===== src/rtl/bc_pkg.sv =====
// rtl/bc_pkg.sv - shared state type and default sizes for the barcode decoder
package bc_pkg;

    localparam int ID_W_DEF  = 8;
    localparam int CHK_W_DEF = 2;
    localparam int TMR_W_DEF = 22;

    typedef enum logic [1:0] {
        IDLE      = 2'd0,
        START     = 2'd1,
        WAIT_FALL = 2'd2,
        WAIT_SMP  = 2'd3
    } bc_state_t;

endpackage


===== src/rtl/bc_sync_edge.sv =====
// rtl/bc_sync_edge.sv - two-flop synchroniser for the barcode line plus rise/fall detect
module bc_sync_edge (
    input  logic clk,
    input  logic rst_n,
    input  logic bc,
    output logic level,
    output logic fall,
    output logic rise
);

    logic s1;
    logic s2;
    logic prev;

    // Flops come out of reset at the idle-high level so release never looks like a fall.
    always_ff @(posedge clk or negedge rst_n) begin
        if (!rst_n) begin
            s1   <= 1'b1;
            s2   <= 1'b1;
            prev <= 1'b1;
        end else begin
            s1   <= bc;
            s2   <= s1;
            prev <= s2;
        end
    end

    assign level = s2;
    assign fall  = prev & ~s2;
    assign rise  = ~prev & s2;

endmodule


===== src/rtl/bc_decoder.sv =====
// rtl/bc_decoder.sv - barcode station-ID decoder (pulse-width bits, MSB first)
// Define BC_TIMEOUT_EN to abort stalled frames in START/WAIT_FALL.
module bc_decoder
    import bc_pkg::*;
#(
    parameter int ID_W  = ID_W_DEF,
    parameter int CHK_W = CHK_W_DEF,
    parameter int TMR_W = TMR_W_DEF
) (
    input  logic            clk,
    input  logic            rst_n,
    input  logic            BC,
    input  logic            clr_ID_vld,
    output logic [ID_W-1:0] ID,
    output logic            ID_vld,
    output logic            busy,
    output logic            frm_err
);

    localparam int                CNT_W    = $clog2(ID_W + 1);
    localparam logic [CNT_W-1:0]  CNT_LAST = CNT_W'(ID_W);
    localparam logic [TMR_W-1:0]  TMR_MAX  = '1;
    localparam logic [ID_W-1:0]   CHK_MASK = ~({ID_W{1'b1}} >> CHK_W);

    bc_state_t        state;
    bc_state_t        state_nxt;
    logic [TMR_W-1:0] timer;
    logic [TMR_W-1:0] timer_inc;
    logic [TMR_W-1:0] half_per;
    logic [CNT_W-1:0] bit_cnt;
    logic [CNT_W-1:0] cnt_nxt;
    logic [ID_W-2:0]  shreg;
    logic [ID_W-1:0]  sh_nxt;
    logic             frame_ok;

    logic level;
    logic fall;
    logic rise;

    logic tmr_clr;
    logic tmr_inc;
    logic cnt_clr;
    logic hp_ld;
    logic do_smp;
    logic frm_done;
    logic abort;

    bc_sync_edge u_sync (
        .clk   (clk),
        .rst_n (rst_n),
        .bc    (BC),
        .level (level),
        .fall  (fall),
        .rise  (rise)
    );

    assign timer_inc = (timer == TMR_MAX) ? timer : timer + TMR_W'(1);
    assign cnt_nxt   = bit_cnt + CNT_W'(1);
    assign sh_nxt    = {shreg, level};
    assign frame_ok  = (sh_nxt & CHK_MASK) == '0;
    assign busy      = (state != IDLE);

    always_ff @(posedge clk or negedge rst_n) begin
        if (!rst_n) begin
            state <= IDLE;
        end else begin
            state <= state_nxt;
        end
    end

    always_comb begin
        state_nxt = state;
        tmr_clr   = 1'b0;
        tmr_inc   = 1'b0;
        cnt_clr   = 1'b0;
        hp_ld     = 1'b0;
        do_smp    = 1'b0;
        frm_done  = 1'b0;
        abort     = 1'b0;
        case (state)
            IDLE: begin
                if (fall) begin
                    tmr_clr   = 1'b1;
                    cnt_clr   = 1'b1;
                    state_nxt = START;
                end
            end
            START: begin
                if (rise) begin
                    hp_ld     = 1'b1;
                    state_nxt = WAIT_FALL;
                end
`ifdef BC_TIMEOUT_EN
                else if (timer == TMR_MAX) begin
                    abort     = 1'b1;
                    state_nxt = IDLE;
                end
`endif
                else begin
                    tmr_inc = 1'b1;
                end
            end
            WAIT_FALL: begin
                if (fall) begin
                    tmr_clr   = 1'b1;
                    state_nxt = WAIT_SMP;
                end
`ifdef BC_TIMEOUT_EN
                else if ({2'b00, timer} >= {half_per, 2'b00}) begin
                    abort     = 1'b1;
                    state_nxt = IDLE;
                end
`endif
                else begin
                    tmr_inc = 1'b1;
                end
            end
            WAIT_SMP: begin
                // Falls before the sample point are deliberately ignored here.
                if (timer == half_per) begin
                    do_smp = 1'b1;
                    if (cnt_nxt != CNT_LAST) begin
                        state_nxt = WAIT_FALL;
                    end else begin
                        frm_done  = 1'b1;
                        state_nxt = IDLE;
                    end
                end else begin
                    tmr_inc = 1'b1;
                end
            end
            default: state_nxt = IDLE;
        endcase
    end

    always_ff @(posedge clk or negedge rst_n) begin
        if (!rst_n) begin
            timer    <= '0;
            half_per <= '0;
            bit_cnt  <= '0;
            shreg    <= '0;
            ID       <= '0;
            ID_vld   <= 1'b0;
            frm_err  <= 1'b0;
        end else begin
            frm_err <= 1'b0;
            if (tmr_clr) begin
                timer <= '0;
            end else if (tmr_inc) begin
                timer <= timer_inc;
            end
            if (cnt_clr) begin
                bit_cnt <= '0;
            end
            if (hp_ld) begin
                half_per <= (timer == '0) ? TMR_W'(1) : timer;
            end
            if (do_smp) begin
                shreg   <= sh_nxt[ID_W-2:0];
                bit_cnt <= cnt_nxt;
            end
            if (frm_done && frame_ok) begin
                ID <= sh_nxt;
            end
            if ((frm_done && !frame_ok) || abort) begin
                frm_err <= 1'b1;
            end
            // A new valid frame outranks a simultaneous consumer clear.
            if (frm_done && frame_ok) begin
                ID_vld <= 1'b1;
            end else if (clr_ID_vld) begin
                ID_vld <= 1'b0;
            end
        end
    end

endmodule


===== config.mk =====
export PLATFORM = sky130hd
export DESIGN_NAME = bc_decoder
export DESIGN_NICKNAME = d
export VERILOG_FILES = /design/src/rtl/bc_pkg.sv /design/src/rtl/bc_sync_edge.sv /design/src/rtl/bc_decoder.sv
export SDC_FILE = /design/constraint.sdc
export NUM_CORES = 1
export LEC_CHECK = 0
export ABC_AREA = 0
export CAP_MARGIN = 20
export CORE_ASPECT_RATIO = 0.8
export CORE_MARGIN = 3
export CORE_UTILIZATION = 35
export DETAILED_ROUTE_END_ITERATION = 8
export PLACE_DENSITY = 0.59
export SLEW_MARGIN = 40
export SYNTH_ARGS = -nofsm -noshare
export SYNTH_HDL_FRONTEND = slang
export SYNTH_SLANG_ARGS = --single-unit

===== constraint.sdc =====
create_clock -name clk -period 2.5 [get_ports clk]
set_input_delay 0.5 -clock clk [delete_from_list [all_inputs] [get_ports clk]]
set_output_delay 0.5 -clock clk [all_outputs]
set_load 0.005 [all_outputs]

==> results of run 1 <==
## final timing paths
| check | slack, ns | endpoint | startpoint | depth (start not counted) |
|---|---|---|---|---|
| max in group asynchronous | 1.98 | u_sync.prev | rst_n | 2 |
| min | 0.17 | shreg[0] | rst_n | 2 |
| max reg2reg | 0.13 | ID[4] | timer[8] | 6 |
| max | 0.13 | ID[4] | timer[8] | 6 |
| min in group clk | 0.36 | u_sync.level | u_sync.s1 | 0 |
| min reg2reg | 0.36 | u_sync.level | u_sync.s1 | 0 |
## cell type report
| cell class | instances | share of cell area |
|---|---|---|
| Multi-Input combinational cell | 231 | 0.3870 |
| Tap cell | 136 | 0.03887 |
| Sequential cell | 70 | 0.4015 |
| Clock inverter | 6 | 0.02143 |
| Timing Repair Buffer | 46 | 0.09145 |
| Clock buffer | 10 | 0.05459 |
| Inverter | 6 | 0.005144 |
## cell families (layout without fill, tap and decap cells)
| kind of cell | after synthesis | in the layout | synth area share |
|---|---|---|---|
| flops | 70 | 70 | 0.4865 |
| simple gates | 102 | 102 | 0.1498 |
| xor+xnor | 23 | 23 | 0.05791 |
| fa+ha+maj | 4 | 4 | 0.01318 |
| compound gates | 66 | 66 | 0.1241 |
| buf+inv | 37 | 68 | 0.05097 |
| mux | 36 | 36 | 0.1175 |
## synth_stat cells, types with 3 or more instances
cell type  count  share of area
o21ai_0       16          0.022
buf_2          7         0.0097
dfrtp_1       67           0.46
buf_6          4          0.012
and3_1         6          0.010
a21oi_1        6         0.0083
xnor2_1       20          0.049
nor3_1         8          0.011
o41ai_1        5          0.012
mux2i_1        3         0.0083
nand3_1       11          0.015
nor2_1        17          0.018
mux2_2        27          0.084
inv_1          6         0.0062
nor4_1         3         0.0052
ha_1           3          0.010
nand2_1       25          0.026
a31oi_1        5         0.0087
and2_1         6          0.010
clkbuf_1      17          0.018
mux2_4         6          0.025
dfstp_2        3          0.022
o31ai_1       28          0.058
nand4_1       10          0.017
or4_1          3         0.0062
## layer usage
layer	vias up	GRT usage	part of all wire
met5	-	0	0
met4	0	0.03785	0.011
li1	1274	-	-
met1	1335	0.2249	0.51
met2	56	0.2092	0.43
met3	8	0.04383	0.047
## registers in the layout, indices dropped and copies added (netlist names)
name          cells
ID                8
ID_vld            1
bit_cnt           4
frm_err           1
half_per         22
shreg             7
state             2
timer            22
u_sync.level      1
u_sync.prev       1
u_sync.s1         1
## timing repair
item | CTS | global route
resized for setup | 1 | 4
hold endpoints to repair | 0 | 0
pin swaps | 0 | 1
endpoints found under the setup margin | 6 | 14
## power breakdown
part	leakage (uW)	total, uW	internal, uW	switching (uW)
logic	0.000813	954	440	513
clock network	0.000159	1410	907	502
registers	0.000934	1480	1300	180
total	0.00191	3840	2640	1200
## per-stage QoR
stage,utilization,hold slack (ns)
floorplan,-,0.2044
global placement,0.4087,0.3455
detailed placement,0.4087,0.3468
CTS,0.4433,0.1993
global route,0.4445,0.2153
finish,0.4445,0.1711
==> results.yml, run 1 <==
run_status:
  status: "complete, no violations"
yosys:
  synth_edf_count: 0
  synth_nets: 345
  avgSynthCellArea_um2: 10.68
  netlist_instances: 338
  synthFlopType: "dfrtp_1"
  ys.warnings.count: 0
  yosysSeqAreaShare: 0.4865
  ys_async_sr_fraction: 1.000
  yosysUniqueCellTypes: 45
  synth-seq-cells: 70
  syn_area_um2: 3608
pwr:
  vdd_ir_drop_max_uv: 353.4
  power_uw: 3839
  p_leak_uw: 0.001905
  power.density_nw_per_um2: 876.8
timing:
  fin_tns_setup_ns: 0
  rsz0062_at_grt: "false"
  finClkSkew_ns: 0.009693
  fin_crit_sh: 0.9498
  layout_min_cycle_time_ns: 2.374
  max_freq_mhz: 421.2
  finalMaxSlewViolations: 0
  hold_violations: 0
  finalSetupViolCount: 0
  setup_ws_ns: 0.1256
  relSlewSlack: 0.6080
  worst_pin_slew_ns: 0.5854
routing:
  firstDrtPassIters: 4
  drt_iter0_drc: 209
  viasPerCell: 5.293
  via_count: 2673
  final_antenna_net_count: 0
  post_drt_wl_per_cell_um: 16.21
  wl_um: 8185
  drc_errors: 0
die:
  core-area_um2: 9849
  die_height_um: 96.82
  rows: 32
  start_util: 0.3664
  die-area_um2: 11570
  pin_count: 15
  fp.dieW_um: 119.5
cells_and_area:
  final_cells: 505
  area_growth_pct: 21.32
  final.fill_count: 962
  antenna_cells: 0
  postLayoutCellArea_um2: 4378
  final_cell_mix: "65 x dfrtp_1, 30 x buf_4, 28 x o31ai_1"
  multi_input_area_um2: 1694
  seq_area_um2: 1758
  layout-drive-gt1-share: 0.2656
  mostFrequentLayoutCell: "dfrtp_1"
  nNetsFinal: 371
global_route:
  grt_pass1_wl_um: 13680
  antenna_found_initial: 0
  grt.total_usage: 0.1494
  grt_pass1_vias: 2550
  grt_max_degree: 71
  overflow: 0
critical_path:
  slowest_delay_ns: 0.60
  start_kind: "flip-flop"
  critical_path_required_ns: 2.71
  critPathBufInv: 0
  worstSetupEndpointType: "flip-flop"
  critPathKind: "reg2reg"
  path_max_fanout: 9
  arrival_ns: 2.59
  cp_top_family: "simple AND/OR/NAND/NOR gates"
  path_cells: "xnor2_1 > nand4_1 > nor4_4 > nand2_1 > or4_4 > mux2_4"
  slowest_stage: "or4_4"
place:
  dp_hpwl_um: 5690
  dp_cells: 489
  place_area_um2: 4025
  dp_slack_ns: 0.009489
  io_buffer_count: 14
  routabilityCongestion: 0.8926
clock_tree:
  cts_max_level: 3
  cts_root_buf: "clkbuf_16"
  clkTransAtPathRegs_ns: 0.06
  cts_setup_buffers: 0
  cts_buffers: 9
  clockBufferDepth: 2
  tritoncts: "built"
  cts_sinks: 70
  insertion_delay_ns: 0.33
  cts_hold_buffers: 0
hold_path:
  hold_path.class: "in2async"
run:
  maxCapViolCount: 0
Power figures use the tool's default switching activity.
==> inputs of run 2 (changes only) <==
--- a/config.mk
+++ b/config.mk
@@ -12,6 +12,7 @@
 export CORE_UTILIZATION = 35
 export DETAILED_ROUTE_END_ITERATION = 8
 export PLACE_DENSITY = 0.59
+export SKIP_CTS_REPAIR_TIMING = 1
 export SLEW_MARGIN = 40
 export SYNTH_ARGS = -nofsm -noshare
 export SYNTH_HDL_FRONTEND = slang
==> run 2 against run 1 <==
  * Die area did not move
  * Fmax fell by 1.1%
  * Power fell by 0.40%
  * Wire length unchanged
  * First-iteration DRC count down 1.4%
  * Non-clock buffer count unchanged
  * Highest routed layer unchanged
  * Critical path depth unchanged
  * Final area barely moved
  * Count of clock-buffer cells in the layout did not move
  * Combinational power shrank 1%
==> results.yml, run 2 (same netlist as run 1, synthesis figures left out) <==
run_status:
  status: "complete, no violations"
cells_and_area:
  postLayoutCellArea_um2: 4375
  antenna_cells: 0
  area_growth_pct: 21.26
  reg_top3: "half_per x22, timer x22, ID x8"
  nNetsFinal: 371
  final_cell_mix: "67 x dfrtp_1, 30 x buf_4, 28 x o31ai_1"
  layout-drive-gt1-share: 0.2602
  final.fill_count: 964
  mostFrequentLayoutCell: "dfrtp_1"
critical_path:
  path_cells: "xnor2_2 > nand4_1 > nor4_4 > nand2_1 > or4_4 > mux2_4"
  critical_path_required_ns: 2.71
  slowest_delay_ns: 0.60
  crit_path_end: "ID[4]"
  rr_endpoint: "ID[4]"
  slowest_stage: "or4_4"
  worstReg2RegStart: "timer[8]"
  ff2ff_path_depth: 6
  arrival_ns: 2.61
  critPathKind: "reg2reg"
  reg2reg_slack_ns: 0.1
  start_kind: "flip-flop"
  path_max_fanout: 9
  startpoint: "timer[8]"
  worstSetupEndpointType: "flip-flop"
clock_tree:
  cts_sinks: 70
  cts_root_buf: "clkbuf_16"
  tritoncts: "built"
  clkTransAtPathRegs_ns: 0.06
  insertion_delay_ns: 0.33
  cts_max_level: 3
  clockBufferDepth: 2
  cts_buffers: 9
die:
  fp.dieW_um: 119.5
  core-area_um2: 9849
  die-area_um2: 11570
  start_util: 0.3664
  die_height_um: 96.82
  pin_count: 15
  rows: 32
place:
  place_area_um2: 4025
  routabilityCongestion: 0.8926
  dp_hpwl_um: 5690
  io_buffer_count: 14
pwr:
  sw_frac_of_total: 0.3115
  p_int_uw: 2632
  power.density_nw_per_um2: 873.7
  p_sw_uw: 1191
  p_leak_uw: 0.001905
  power_frac_clock: 0.368
  power_frac_comb: 0.247
  power_uw: 3823
  seq_power_share: 0.385
  vdd_ir_drop_max_uv: 352.7
routing:
  post_drt_wl_per_cell_um: 16.21
  viasPerCell: 5.315
  drt_iter0_drc: 206
  firstDrtPassIters: 5
  drc_errors: 0
  via_count: 2684
  wl_um: 8185
  final_antenna_net_count: 0
global_route:
  grt_max_degree: 71
  grt.total_usage: 0.1492
  grt_pass1_vias: 2544
  overflow: 0
  grt_pass1_wl_um: 13660
  antenna_found_initial: 0
timing:
  relSlewSlack: 0.6151
  layout_min_cycle_time_ns: 2.400
  finalMaxSlewViolations: 0
  max_freq_mhz: 416.6
  worst_pin_slew_ns: 0.5749
  fin_tns_setup_ns: 0
  finClkSkew_ns: 0.009010
  fin_crit_sh: 0.9602
  finalSetupViolCount: 0
  hold_violations: 0
hold_path:
  hold_path.class: "in2async"
run:
  maxCapViolCount: 0
[run 2: area by class of cell]
| type | instances | area, um2 | area share |
|---|---|---|---|
| Clock buffer | 10 | 239.0 | 0.05462 |
| Clock inverter | 6 | 93.84 | 0.02145 |
| Inverter | 6 | 22.52 | 0.005147 |
| Multi-Input combinational cell | 231 | 1694 | 0.3872 |
| Sequential cell | 70 | 1755 | 0.4012 |
| Tap cell | 136 | 170.2 | 0.03889 |
| Timing Repair Buffer | 46 | 400.4 | 0.09151 |
[run 2: worst max-delay path, delay by kind of cell, from the launching register on]
family / cells / cell delay (ns)
AND/OR/NAND/NOR: 4 / 1.32
XOR/XNOR: 1 / 0.22
multiplexers: 1 / 0.33
flip-flops: 1 / 0.41
[run 2: layer usage]
metal,GRT usage,vias to the layer above,part of all wire
met4,0.03785,0,0.011
met3,0.04383,9,0.049
met2,0.2083,67,0.44
met5,0,-,0
li1,-,1277,-
met1,0.2249,1331,0.50
[run 2: power by group through the flow]
stage	sequential, uW	clock [uW]	combinational, uW
floorplan	1420	0	658
global placement	1480	0	894
detailed placement	1490	0	912
CTS	1470	1440	917
global route	1500	1500	1060
finish	1470	1410	944
[run 2: worst min path at each step]
stage,cells after the start,endpoint,slack (ns),from
floorplan,0,ID[0],0.20,rst_n
global placement,0,u_sync.level,0.35,u_sync.s1
detailed placement,0,u_sync.level,0.35,u_sync.s1
CTS,2,bit_cnt[3],0.20,rst_n
global route,2,shreg[0],0.22,rst_n
finish,2,shreg[0],0.18,rst_n
[run 2: metrics by stage]
step / worst slack (ns) / util / instances / hold WS [ns]
2_1_floorplan: 0.2468 / - / 338 / 0.2044
3_3_place_gp: 0.05331 / 0.4087 / 489 / 0.3455
3_5_place_dp: 0.009489 / 0.4087 / 489 / 0.3468
4_1_cts: -0.01325 / 0.4425 / 505 / 0.1993
5_1_grt: -0.009607 / 0.4442 / 505 / 0.2154
6_report: 0.09962 / 0.4442 / 505 / 0.1770
==> inputs of run 3 (changes only) <==
--- a/config.mk
+++ b/config.mk
@@ -8,7 +8,7 @@
 export ABC_AREA = 0
 export CAP_MARGIN = 20
 export CORE_ASPECT_RATIO = 0.8
-export CORE_MARGIN = 3
+export CORE_MARGIN = 2
 export CORE_UTILIZATION = 35
 export DETAILED_ROUTE_END_ITERATION = 8
 export PLACE_DENSITY = 0.59
@@ -16,4 +16,5 @@
 export SLEW_MARGIN = 40
 export SYNTH_ARGS = -nofsm -noshare
 export SYNTH_HDL_FRONTEND = slang
+export SYNTH_HIERARCHICAL = 1
 export SYNTH_SLANG_ARGS = --single-unit
==> run 3 against run 2 <==
  * Count of clock-buffer cells in the layout decreased by 1
  * Area after synthesis decreased by 1.8%
  * Clock skew decreased by 0.0035 ns
  * Global-route usage increased by 0.94 points
  * Core utilization decreased by 0.095 points
  * Fmax increased by 1.0%
  * Critical path type unchanged
==> results.yml, run 3 <==
run_status:
  status: "complete, no violations"
cells_and_area:
  multi_input_area_um2: 1648
  final.fill_count: 913
  mostFrequentLayoutCell: "dfrtp_1"
  final_cell_mix: "67 x dfrtp_1, 33 x buf_4, 25 x o31ai_1"
  antenna_cells: 0
  utilization: 0.4433
  seq_area_um2: 1755
  nNetsFinal: 369
  area_growth_pct: 21.76
  reg_top3: "half_per x22, timer x22, ID x8"
  layout-drive-gt1-share: 0.2616
routing:
  wl_um: 8039
  drt_iter0_drc: 205
  post_drt_wl_per_cell_um: 15.98
  viasPerCell: 5.203
  final_antenna_net_count: 0
  drc_errors: 0
  via_count: 2617
  firstDrtPassIters: 4
timing:
  finalMaxSlewViolations: 0
  layout_min_cycle_time_ns: 2.376
  setup_ws_ns: 0.1241
  finalSetupViolCount: 0
  max_freq_mhz: 420.9
  relSlewSlack: 0.7505
  hold_violations: 0
  hold_slack_ns: 0.1807
  fin_tns_setup_ns: 0
  finClkSkew_ns: 0.005482
  worst_pin_slew_ns: 0.3703
  fin_crit_sh: 0.9504
clock_tree:
  cts_max_level: 3
  clockBufferDepth: 2
  cts_sinks: 70
  clkTransAtPathRegs_ns: 0.06
  cts_root_buf: "clkbuf_16"
  cts_buffers: 9
  tritoncts: "built"
  insertion_delay_ns: 0.33
die:
  die_height_um: 93.98
  rows: 32
  start_util: 0.3641
  core-area_um2: 9729
  pin_count: 15
  die-area_um2: 10950
  fp.dieW_um: 116.5
place:
  io_buffer_count: 14
  dp_hpwl_um: 5499
  routabilityCongestion: 0.8313
  dp_slack_ns: 0.1032
yosys:
  yosysTopAreaCellShare: 0.4733
  synth_area_leaders: "dfrtp_1 47%, mux2_2 7.6%, o31ai_1 5.3%"
  syn_area_um2: 3542
  netlist_instances: 328
  synth_nets: 335
  ys.warnings.count: 6
  yosysSeqAreaShare: 0.4956
  ys_async_sr_fraction: 1.000
  synth.most_common_cell: "dfrtp_1"
  yosys.area.top_type: "dfrtp_1"
  avgSynthCellArea_um2: 10.80
  ys_top_cells_by_count: "67 x dfrtp_1, 25 x o31ai_1, 24 x mux2_2"
  yosysUniqueCellTypes: 50
  synth-seq-cells: 70
  synthFlopType: "dfrtp_1"
  synth_edf_count: 0
global_route:
  grt_pass1_vias: 2496
  grt_max_degree: 71
  antenna_found_initial: 0
  grt.total_usage: 0.1585
  grt_pass1_wl_um: 13050
  overflow: 0
critical_path:
  worstSetupEndpointType: "flip-flop"
  critical_path_required_ns: 2.72
  start_kind: "flip-flop"
  path_max_fanout: 9
  arrival_ns: 2.60
  critPathKind: "reg2reg"
run:
  maxCapViolCount: 0
pwr:
  p_leak_uw: 0.001944
  vdd_ir_drop_max_uv: 422.2
  power.density_nw_per_um2: 852.9
hold_path:
  hold_path.class: "in2async"
## run 3: path summary, 6_finish.rpt
path / slack (ns) / start / to / cells after the start
setup / recovery: 0.12 / half_per[0] / ID[3] / 7
hold / removal: 0.18 / rst_n / bit_cnt[1] / 2
setup reg to reg: 0.12 / half_per[0] / ID[3] / 7
hold reg to reg: 0.35 / u_sync/s1 / u_sync/level / 0
max in group asynchronous: 2.00 / rst_n / u_sync/prev / 2
min in group clk: 0.35 / u_sync/s1 / u_sync/level / 0
## run 3: where the power goes
group	leakage (uW)	internal (uW)	switching (uW)
registers	0.000936	1290	166
logic	0.000874	457	497
clock network	0.000134	772	491
total	0.00194	2520	1150
## run 3: kinds of logic (layout without fill, tap and decap cells)
logic type,count (synthesis),after routing,synth area share
compound gates,69,69,0.1360
xor+xnor,22,22,0.05440
fa+ha+maj,3,3,0.01060
buf+inv,35,74,0.04627
flops,70,70,0.4956
mux,32,32,0.1074
simple gates,97,97,0.1498
## run 3: routing by layer
metal  up-vias  wire length, um  GRT usage  share of wire
li1       1256                -          -              -
met1      1295             4113     0.2425           0.51
met2        57             3375     0.2132           0.42
met3         9              435    0.04581          0.054
met4         0              114    0.04861          0.014
met5         -                0          0              0
## run 3: area by class of cell
cell class / instances / area share
Sequential cell: 70 / 0.4070
Multi-Input combinational cell: 223 / 0.3821
Timing Repair Buffer: 48 / 0.09341
Clock buffer: 9 / 0.05222
Tap cell: 136 / 0.03945
Clock inverter: 7 / 0.01712
Inverter: 10 / 0.008703
## run 3: critical path, stage by stage, from the launching register on
cell     delay [ns]
dfrtp_1        0.40
xor2_1         0.18
nor4_1         0.32
and4_1         0.24
and3_1         0.18
or4b_1         0.43
buf_4          0.20
mux2_4         0.31
## run 3: per-stage QoR
step	std cells	total power, uW	instance area (um2)
detailed placement	485	2372	3974
floorplan	328	2034	3542
finish	503	3678	4313
CTS	501	3662	4273
global route	503	3876	4313
global placement	485	2358	3974
